<file path="src/rtl/lfsr_intlv_pkg.sv">
// Shared constants, FSM encoding and LFSR step for the LFSR interleaver
// frame buffer (read and write address sequencers).
package lfsr_intlv_pkg;

  localparam int ADDR_W = 14;
  localparam int N_MAX  = 12282;

  // taps at bits 13, 4, 2, 0 for x^14+x^5+x^3+x+1
  localparam logic [ADDR_W-1:0] TAP_MASK = 14'h2015;

  typedef enum logic [1:0] {
    ST_IDLE = 2'd0,
    ST_RUN  = 2'd1,
    ST_DONE = 2'd2
  } state_e;

  function automatic logic [ADDR_W-1:0] lfsr_next(
    input logic [ADDR_W-1:0] s
  );
    return {s[ADDR_W-2:0], ^(s & TAP_MASK)};
  endfunction

  // the all-zero state would lock the LFSR, so it maps to 1
  function automatic logic [ADDR_W-1:0] seed_fix(
    input logic [ADDR_W-1:0] s
  );
    return (s == '0) ? ADDR_W'(1) : s;
  endfunction

endpackage

</file>
<file path="src/rtl/lfsr14_step.sv">
// One combinational LFSR step: next state, in-range flag and the
// address (s-1) that an accepted state maps to.
module lfsr14_step
  import lfsr_intlv_pkg::*;
(
  input  logic [ADDR_W-1:0] s,
  output logic [ADDR_W-1:0] nxt,
  output logic              acc,
  output logic [ADDR_W-1:0] addr
);

  assign nxt  = lfsr_next(s);
  assign acc  = (s <= ADDR_W'(N_MAX + 1));
  assign addr = s - ADDR_W'(1);

endmodule

</file>
<file path="src/rtl/lfsr_deint_reader.sv">
// Read-side permuted address sequencer; DEINT_LOOKAHEAD_EN evaluates two
// LFSR steps per free cycle so bubbles only occur on double rejections.
module lfsr_deint_reader
  import lfsr_intlv_pkg::*;
(
  input  logic              clk,
  input  logic              rst_n,
  input  logic              start,
  input  logic [ADDR_W-1:0] seed,
  input  logic              abort,
  output logic [ADDR_W-1:0] rd_addr,
  output logic              rd_valid,
  input  logic              rd_ready,
  output logic              rd_last,
  output logic              busy,
  output logic              done,
  output logic [ADDR_W-1:0] count
);

  state_e            state_q, state_d;
  logic [ADDR_W-1:0] lfsr_q, lfsr_d;
  logic [ADDR_W-1:0] rd_addr_q, rd_addr_d;
  logic [ADDR_W-1:0] count_q, count_d;
  logic              rd_valid_q, rd_valid_d;
  logic              busy_q, busy_d;
  logic              done_q, done_d;

  logic [ADDR_W-1:0] s1, a0;
  logic              acc0;
  logic              emit;
  logic [ADDR_W-1:0] emit_addr;
  logic [ADDR_W-1:0] adv;
  logic              hs;
  logic              slot_free;
  logic              last_q;

  lfsr14_step u_step0 (
    .s    (lfsr_q),
    .nxt  (s1),
    .acc  (acc0),
    .addr (a0)
  );

`ifdef DEINT_LOOKAHEAD_EN
  logic [ADDR_W-1:0] s2, a1;
  logic              acc1;

  lfsr14_step u_step1 (
    .s    (s1),
    .nxt  (s2),
    .acc  (acc1),
    .addr (a1)
  );

  // a double rejection still consumes both states
  always_comb begin
    emit      = acc0 | acc1;
    emit_addr = acc0 ? a0 : a1;
    adv       = acc0 ? s1 : s2;
  end
`else
  assign emit      = acc0;
  assign emit_addr = a0;
  assign adv       = s1;
`endif

  assign hs        = rd_valid_q & rd_ready;
  assign slot_free = ~rd_valid_q | rd_ready;
  assign last_q    = rd_valid_q & (count_q == ADDR_W'(N_MAX));

  always_comb begin
    state_d    = state_q;
    lfsr_d     = lfsr_q;
    rd_addr_d  = rd_addr_q;
    rd_valid_d = rd_valid_q;
    count_d    = count_q;
    busy_d     = busy_q;
    done_d     = 1'b0;
    if (abort) begin
      state_d    = ST_IDLE;
      rd_valid_d = 1'b0;
      busy_d     = 1'b0;
    end else begin
      unique case (state_q)
        ST_IDLE: begin
          if (start) begin
            state_d = ST_RUN;
            lfsr_d  = seed_fix(seed);
            count_d = '0;
            busy_d  = 1'b1;
          end
        end
        ST_RUN: begin
          if (hs) begin
            count_d = count_q + ADDR_W'(1);
          end
          if (hs && last_q) begin
            state_d    = ST_DONE;
            rd_valid_d = 1'b0;
            done_d     = 1'b1;
          end else if (slot_free) begin
            rd_valid_d = emit;
            lfsr_d     = adv;
            if (emit) begin
              rd_addr_d = emit_addr;
            end
          end
        end
        ST_DONE: begin
          state_d = ST_IDLE;
          busy_d  = 1'b0;
        end
        default: begin
          state_d    = ST_IDLE;
          rd_valid_d = 1'b0;
          busy_d     = 1'b0;
        end
      endcase
    end
  end

  always_ff @(posedge clk or negedge rst_n) begin
    if (!rst_n) begin
      state_q    <= ST_IDLE;
      lfsr_q     <= ADDR_W'(1);
      rd_addr_q  <= '0;
      rd_valid_q <= 1'b0;
      count_q    <= '0;
      busy_q     <= 1'b0;
      done_q     <= 1'b0;
    end else begin
      state_q    <= state_d;
      lfsr_q     <= lfsr_d;
      rd_addr_q  <= rd_addr_d;
      rd_valid_q <= rd_valid_d;
      count_q    <= count_d;
      busy_q     <= busy_d;
      done_q     <= done_d;
    end
  end

  assign rd_addr  = rd_addr_q;
  assign rd_valid = rd_valid_q;
  assign rd_last  = last_q;
  assign busy     = busy_q;
  assign done     = done_q;
  assign count    = count_q;

endmodule

</file>
<file path="config.mk">
export PLATFORM = sky130hd
export DESIGN_NAME = lfsr_deint_reader
export DESIGN_NICKNAME = d
export VERILOG_FILES = /design/src/rtl/lfsr_intlv_pkg.sv /design/src/rtl/lfsr14_step.sv /design/src/rtl/lfsr_deint_reader.sv
export SDC_FILE = /design/constraint.sdc
export NUM_CORES = 1
export LEC_CHECK = 0
export CAP_MARGIN = 5
export CORE_MARGIN = 5
export CORE_UTILIZATION = 46
export CTS_CLUSTER_SIZE = 20
export DETAILED_ROUTE_END_ITERATION = 8
export PLACE_DENSITY = 0.81
export SLEW_MARGIN = 30
export SYNTH_ARGS = -nofsm -noshare
export SYNTH_HDL_FRONTEND = slang
export SYNTH_SLANG_ARGS = --single-unit
</file>
<file path="constraint.sdc">
create_clock -name clk -period 2.5 [get_ports clk]
set_clock_uncertainty 0.1 [all_clocks]
set_input_delay 0.375 -clock clk [delete_from_list [all_inputs] [get_ports clk]]
set_output_delay 0.375 -clock clk [all_outputs]
set_load 0.05 [all_outputs]
</file>
## After elaboration in Yosys (flattened, before gate mapping)

Cells that the tools add are included.

- Equal/unequal tests: 12
- Bitwise logic cells: 6
- Multiplexer cells: 22
- Add/sub/neg operators: 2
- Reduce and logical (&&, ||, !) cells: 12
- Order comparisons: 1

Operators by type and width:

| kind | count |
|---|---|
| $mux W14 | 6 |
| $pmux W14 S2 | 2 |
| $add A14 B1 Y14 const B | 1 |
| $eq A14 B14 Y1 const B | 1 |
| $le A14 B14 Y1 const B | 1 |
| $logic_not A14 Y1 | 1 |
| $reduce_xor A14 Y1 | 1 |
| $sub A14 B1 Y14 const B | 1 |
| $ne A2 B2 Y1 const B | 5 |
| $reduce_and A5 Y1 | 2 |
| $mux W1 | 8 |
| $mux W2 | 3 |
| $ne A3 B3 Y1 const B | 2 |
| $reduce_and A2 Y1 | 3 |
| $ne A4 B4 Y1 const B | 1 |
| $pmux W1 S2 | 2 |
| $pmux W2 S2 | 1 |
| $reduce_and A4 Y1 | 1 |
| $not A1 Y1 | 3 |
| $and A1 B1 Y1 | 2 |
| $eq A2 B1 Y1 const B | 1 |
| $eq A2 B2 Y1 const B | 1 |
| $logic_not A2 Y1 | 1 |
| $ne A2 B1 Y1 const B | 1 |
| 4 further kinds | 4 |

- Word-level logic and storage cells: 62
- Input port bits: 19
- Bits in registers: 47

## Depth between registers and ports, before layout

- Depth after elaboration: 6
- Gate-level depth with buffers: 8
- Gate-level depth less buffers: 7

## Hierarchy

A second synthesis with hierarchy kept.

- Cells, all modules: 277
- Area total of the unflattened synthesis: 2781.4 µm²

Modules (own cells, without submodules):

| module | cells an instance | instances | area each (µm²) |
|---|---|---|---|
| lfsr_deint_reader | 220 | 1 | 2361.0 |
| lfsr14_step | 57 | 1 | 420.4 |

## Worst setup path before layout

OpenSTA, ideal clock, no wires.

- Path kind: reg2reg
- From: register count_q[1], in the netlist count[1]
- To: register rd_addr_q[10], in the netlist rd_addr[10]
- Data arrival time: 2.957 ns
- Data required time: 2.275 ns
- Clock period less this slack: 3.181 ns
- Path buffers: 1
- Library setup time: 0.125 ns
- Stages on the path, launching flop included: 8
- Setup slack: -0.681 ns
- Path through: dfrtp_1 -> ha_1 -> or3b_1 -> nor4_4 -> nand3_1 -> nand2_1 -> buf_4 -> mux2_2

- Longest elaborated chain between the ends: 5

RTL lines:

| what | line | RTL |
|---|---|---|
| start: declaration | lfsr_deint_reader.sv:23 | `logic [ADDR_W-1:0] count_q, count_d;` |
| start signal: assignment | lfsr_deint_reader.sv:136 | `count_q <= count_d;` |
| $eq A14 B14 Y1 | lfsr_deint_reader.sv:69 | `assign last_q = rd_valid_q & (count_q == ADDR_W'(N_MAX));` |
| $and A1 B1 Y1 | lfsr_deint_reader.sv:69 |  |
| via rd_last | lfsr_deint_reader.sv:14 | `output logic rd_last,` |
| $logic_and A1 B1 Y1 | lfsr_deint_reader.sv:97 | `if (hs && last_q) begin` |
| $not A1 Y1 (no source line) | -- |  |
| $reduce_and A5 Y1 (no source line) | -- |  |
| end signal: assignment | lfsr_deint_reader.sv:134 | `rd_addr_q <= rd_addr_d;` |
| end: declaration | lfsr_deint_reader.sv:22 | `logic [ADDR_W-1:0] rd_addr_q, rd_addr_d;` |

The timed path passes the listed nets, and every way through them passes these cells.
A chain may end at the register's enable or synchronous reset.

## Worst setup path in the final report

- From: register count_q[0], in the netlist count[0]
- To: register rd_addr_q[0], in the netlist rd_addr[0]

- Longest elaborated chain between the ends: 5

RTL lines:

| what | line |
|---|---|
| $eq A14 B14 Y1 | lfsr_deint_reader.sv:69 |
| $and A1 B1 Y1 | lfsr_deint_reader.sv:69 |
| $logic_and A1 B1 Y1 | lfsr_deint_reader.sv:97 |
| $not A1 Y1 (no source line) | -- |
| $reduce_and A5 Y1 (no source line) | -- |

No other way between the ends.

==> impl_metrics.env <==
export IMPL_synth_top_area_share=0.472
export IMPL_critical_path_required_ns=2.59
export IMPL_wl_um=5640
export IMPL_crit_arrival_ns=2.45
export IMPL_antenna_found_initial=0
export IMPL_antenna_cells=0
export IMPL_critical_path_class="flop to flop"
export IMPL_async_reset_ff_frac=1.00
export IMPL_yosys_top_cells_area="dfrtp_1 47%, mux2_2 6.0%, nor2_1 5.1%"
export IMPL_htree_num_levels=2
export IMPL_p_int_mw=1.64
export IMPL_yosys_area_top_type="dfrtp_1"
export IMPL_switching_power_mw=1.11
export IMPL_nets=323
export IMPL_seqPwrFrac=0.400
export IMPL_drt_vias_per_instance=5.42
export IMPL_grt_max_degree=29
export IMPL_die_h_um=82.8
export IMPL_hold_viol=0
export IMPL_ys_top_cells_by_count="46 x dfrtp_1, 33 x nor2_1, 19 x a21oi_1"
export IMPL_drive_above_1_share=0.159
export IMPL_areaGrowthSynthToFinish_pct=32.3
export IMPL_setup_viol=0
export IMPL_ios=51
export IMPL_drtIter0Drc=80
export IMPL_worst_pin_slew_ns=0.558
export IMPL_switching_share=0.402
export IMPL_syn_nets=263
export IMPL_clkPwrFrac=0.171
export IMPL_initial_core_util=0.475
export IMPL_power_density_nw_per_um2=853
export IMPL_cts_buffer_depth=2
export IMPL_p_comb_frac=0.428
export IMPL_cp_max_fo=14
export IMPL_syn_avg_cell_area_um2=10.1
export IMPL_crit_path_end_kind="flop"
export IMPL_ant_nets=0
export IMPL_drc=0
export IMPL_rsz0062_at_grt="false"
export IMPL_clkTransAtPathRegs_ns=0.08
export IMPL_vias=2017
export IMPL_synth_edf_count=0
export IMPL_critPathMaxStageDelay_ns=0.45
export IMPL_numClockSinks=47
export IMPL_hold_class="flop to flop"
export IMPL_dr_pass1_iters=4
export IMPL_die_area_um2=6860
export IMPL_fmax_ghz=0.423
export IMPL_synthCells=241
export IMPL_cp_cell_sequence="inv_2 > ha_1 > or3b_4 > nor4_4 > nand3_2 > nand2_2 > mux2_2"
export IMPL_wl_per_cell_um=15.2
export IMPL_drv_cap=0
export IMPL_yosysSeqAreaShare=0.483
export IMPL_cts_hold_buf=1
export IMPL_synth_most_common_cell="dfrtp_1"
export IMPL_globalRouteOverflowTotal=0
export IMPL_total_power_mw=2.75
export IMPL_worstSetupStartpointType="flop"
export IMPL_clk_latency_ns=0.30
export IMPL_core_area_um2=5140
export IMPL_p_leak_nw=1.45
export IMPL_grt_first_pass_wirelength_um=9980
export IMPL_fin_crit_sh=0.946
export IMPL_synth_seq_cells=47
export IMPL_grtUsageTotal=0.175
export IMPL_yosysWarnings=0
export IMPL_cts_repair_resized=0
export IMPL_maxSlewViolCount=0
export IMPL_syn_area_um2=2440
export IMPL_relSlewSlack=0.628
export IMPL_cts_root_buf="clkbuf_8"
export IMPL_post_cts_buffers=0
export IMPL_fillCellCount=442
export IMPL_die_w_um=82.8
export IMPL_grt_pass1_vias=2082
export IMPL_synth_cell_types=38
export IMPL_slowest_stage="dfrtp_2"
export IMPL_irDropWorstVdd_mv=0.674
export IMPL_io_buffers=50
export IMPL_hpwl_um=4290
export IMPL_synth_ff_type="dfrtp_1"
export IMPL_utilization=0.628
export IMPL_numCtsBuffers=5
export IMPL_rows=26
export IMPL_gp_congestion=0.879
export IMPL_min_period_ns=2.37
export IMPL_place_area_um2=3130
export IMPL_cts_tree="built"
export IMPL_finish_instance_area_um2=3230
export IMPL_status="completed"
==> cells in the final DEF (no fill, tap or decap), types with 9 or more instances in the layout <==
cell              n
clkdlybuf4s50_1  48
dfrtp_1          41
nor2_1           33
a21oi_1          19
mux2i_1          12
xor2_1           12
buf_4            12
xnor2_1          11
nand2_1           9
==> flip-flops by register name (all words and copies together) (netlist names) <==
name	flops
count	14
state_q	2
lfsr_q	14
rd_addr	14
busy	1
rd_valid	1
done	1
==> routing by layer <==
layer | routed length, um | GRT usage | vias to the layer above | part of all wire
met3 | 274 | 0.0455 | 14 | 0.049
met4 | 133 | 0.0639 | 0 | 0.024
met2 | 2730 | 0.282 | 46 | 0.48
li1 | - | - | 967 | -
met1 | 2500 | 0.228 | 990 | 0.44
met5 | 0 | 0 | - | 0
==> cells by family (layout without fill, tap and decap cells) <==
| kind of cell | count (synthesis) | after routing | share of synthesized area |
|---|---|---|---|
| simple gates | 88 | 88 | 0.189 |
| flops | 47 | 47 | 0.483 |
| compound gates | 36 | 36 | 0.0903 |
| mux | 25 | 25 | 0.109 |
| xor+xnor | 23 | 23 | 0.0826 |
| buf+inv | 19 | 80 | 0.0313 |
| fa+ha+maj | 3 | 3 | 0.0154 |
==> cell type report <==
cell class                 count  area (um^2)  share of cell area
timing repair buffer          63          606               0.188
clock buffer                   7         86.3              0.0267
tap                           70         87.6              0.0271
inverter                       9         33.8              0.0105
sequential                    47         1180               0.367
clock inverter                 1         5.00             0.00155
multi-input combinational    175         1230               0.380
==> critical path: cells and delay by family, from the launching register on <==
| family | cells | cell delay (ns) |
|---|---|---|
| flops | 1 | 0.45 |
| buf+inv | 1 | 0.06 |
| mux | 1 | 0.38 |
| simple gates | 4 | 1.11 |
| fa+ha+maj | 1 | 0.14 |
==> power by group through the flow <==
| stage | Combinational [mW] | Sequential, mW | Clock, mW |
|---|---|---|---|
| after floorplan | 0.370 | 1.52 | 0 |
| after global placement | 1.16 | 1.11 | 0 |
| after detailed placement | 1.19 | 1.12 | 0 |
| after CTS | 1.19 | 1.10 | 0.489 |
| after global routing | 1.26 | 1.14 | 0.524 |
| final | 1.18 | 1.10 | 0.471 |
==> through the flow <==
stage | setup TNS [ns] | setup WS, ns | hold slack (ns) | std cells
2_1_floorplan | -4.13 | -0.328 | -0.0206 | 241
3_3_place_gp | 0 | 0.183 | 0.230 | 363
3_5_place_dp | 0 | 0.126 | 0.239 | 363
4_1_cts | 0 | 0.121 | 0.406 | 372
5_1_grt | 0 | 0.00183 | 0.423 | 372
6_report | 0 | 0.134 | 0.399 | 372
==> path summary, 6_finish.rpt <==
| check | startpoint | endpoint | slack (ns) | cells after the start |
|---|---|---|---|---|
| setup reg to reg | count[0]$_DFFE_PN0P_ | rd_addr[0]$_DFFE_PN0P_ | 0.13 | 7 |
| min in group asynchronous | rst_n | count[3]$_DFFE_PN0P_ | 0.44 | 2 |
| setup / recovery | count[0]$_DFFE_PN0P_ | rd_addr[0]$_DFFE_PN0P_ | 0.13 | 7 |
| max in group asynchronous | rst_n | lfsr_q[0]$_DFFE_PN1P_ | 1.25 | 3 |
| hold reg to reg | busy$_DFFE_PN0P_ | busy$_DFFE_PN0P_ | 0.40 | 1 |
| hold / removal | busy$_DFFE_PN0P_ | busy$_DFFE_PN0P_ | 0.40 | 1 |
(Power assumes the default switching activity.)
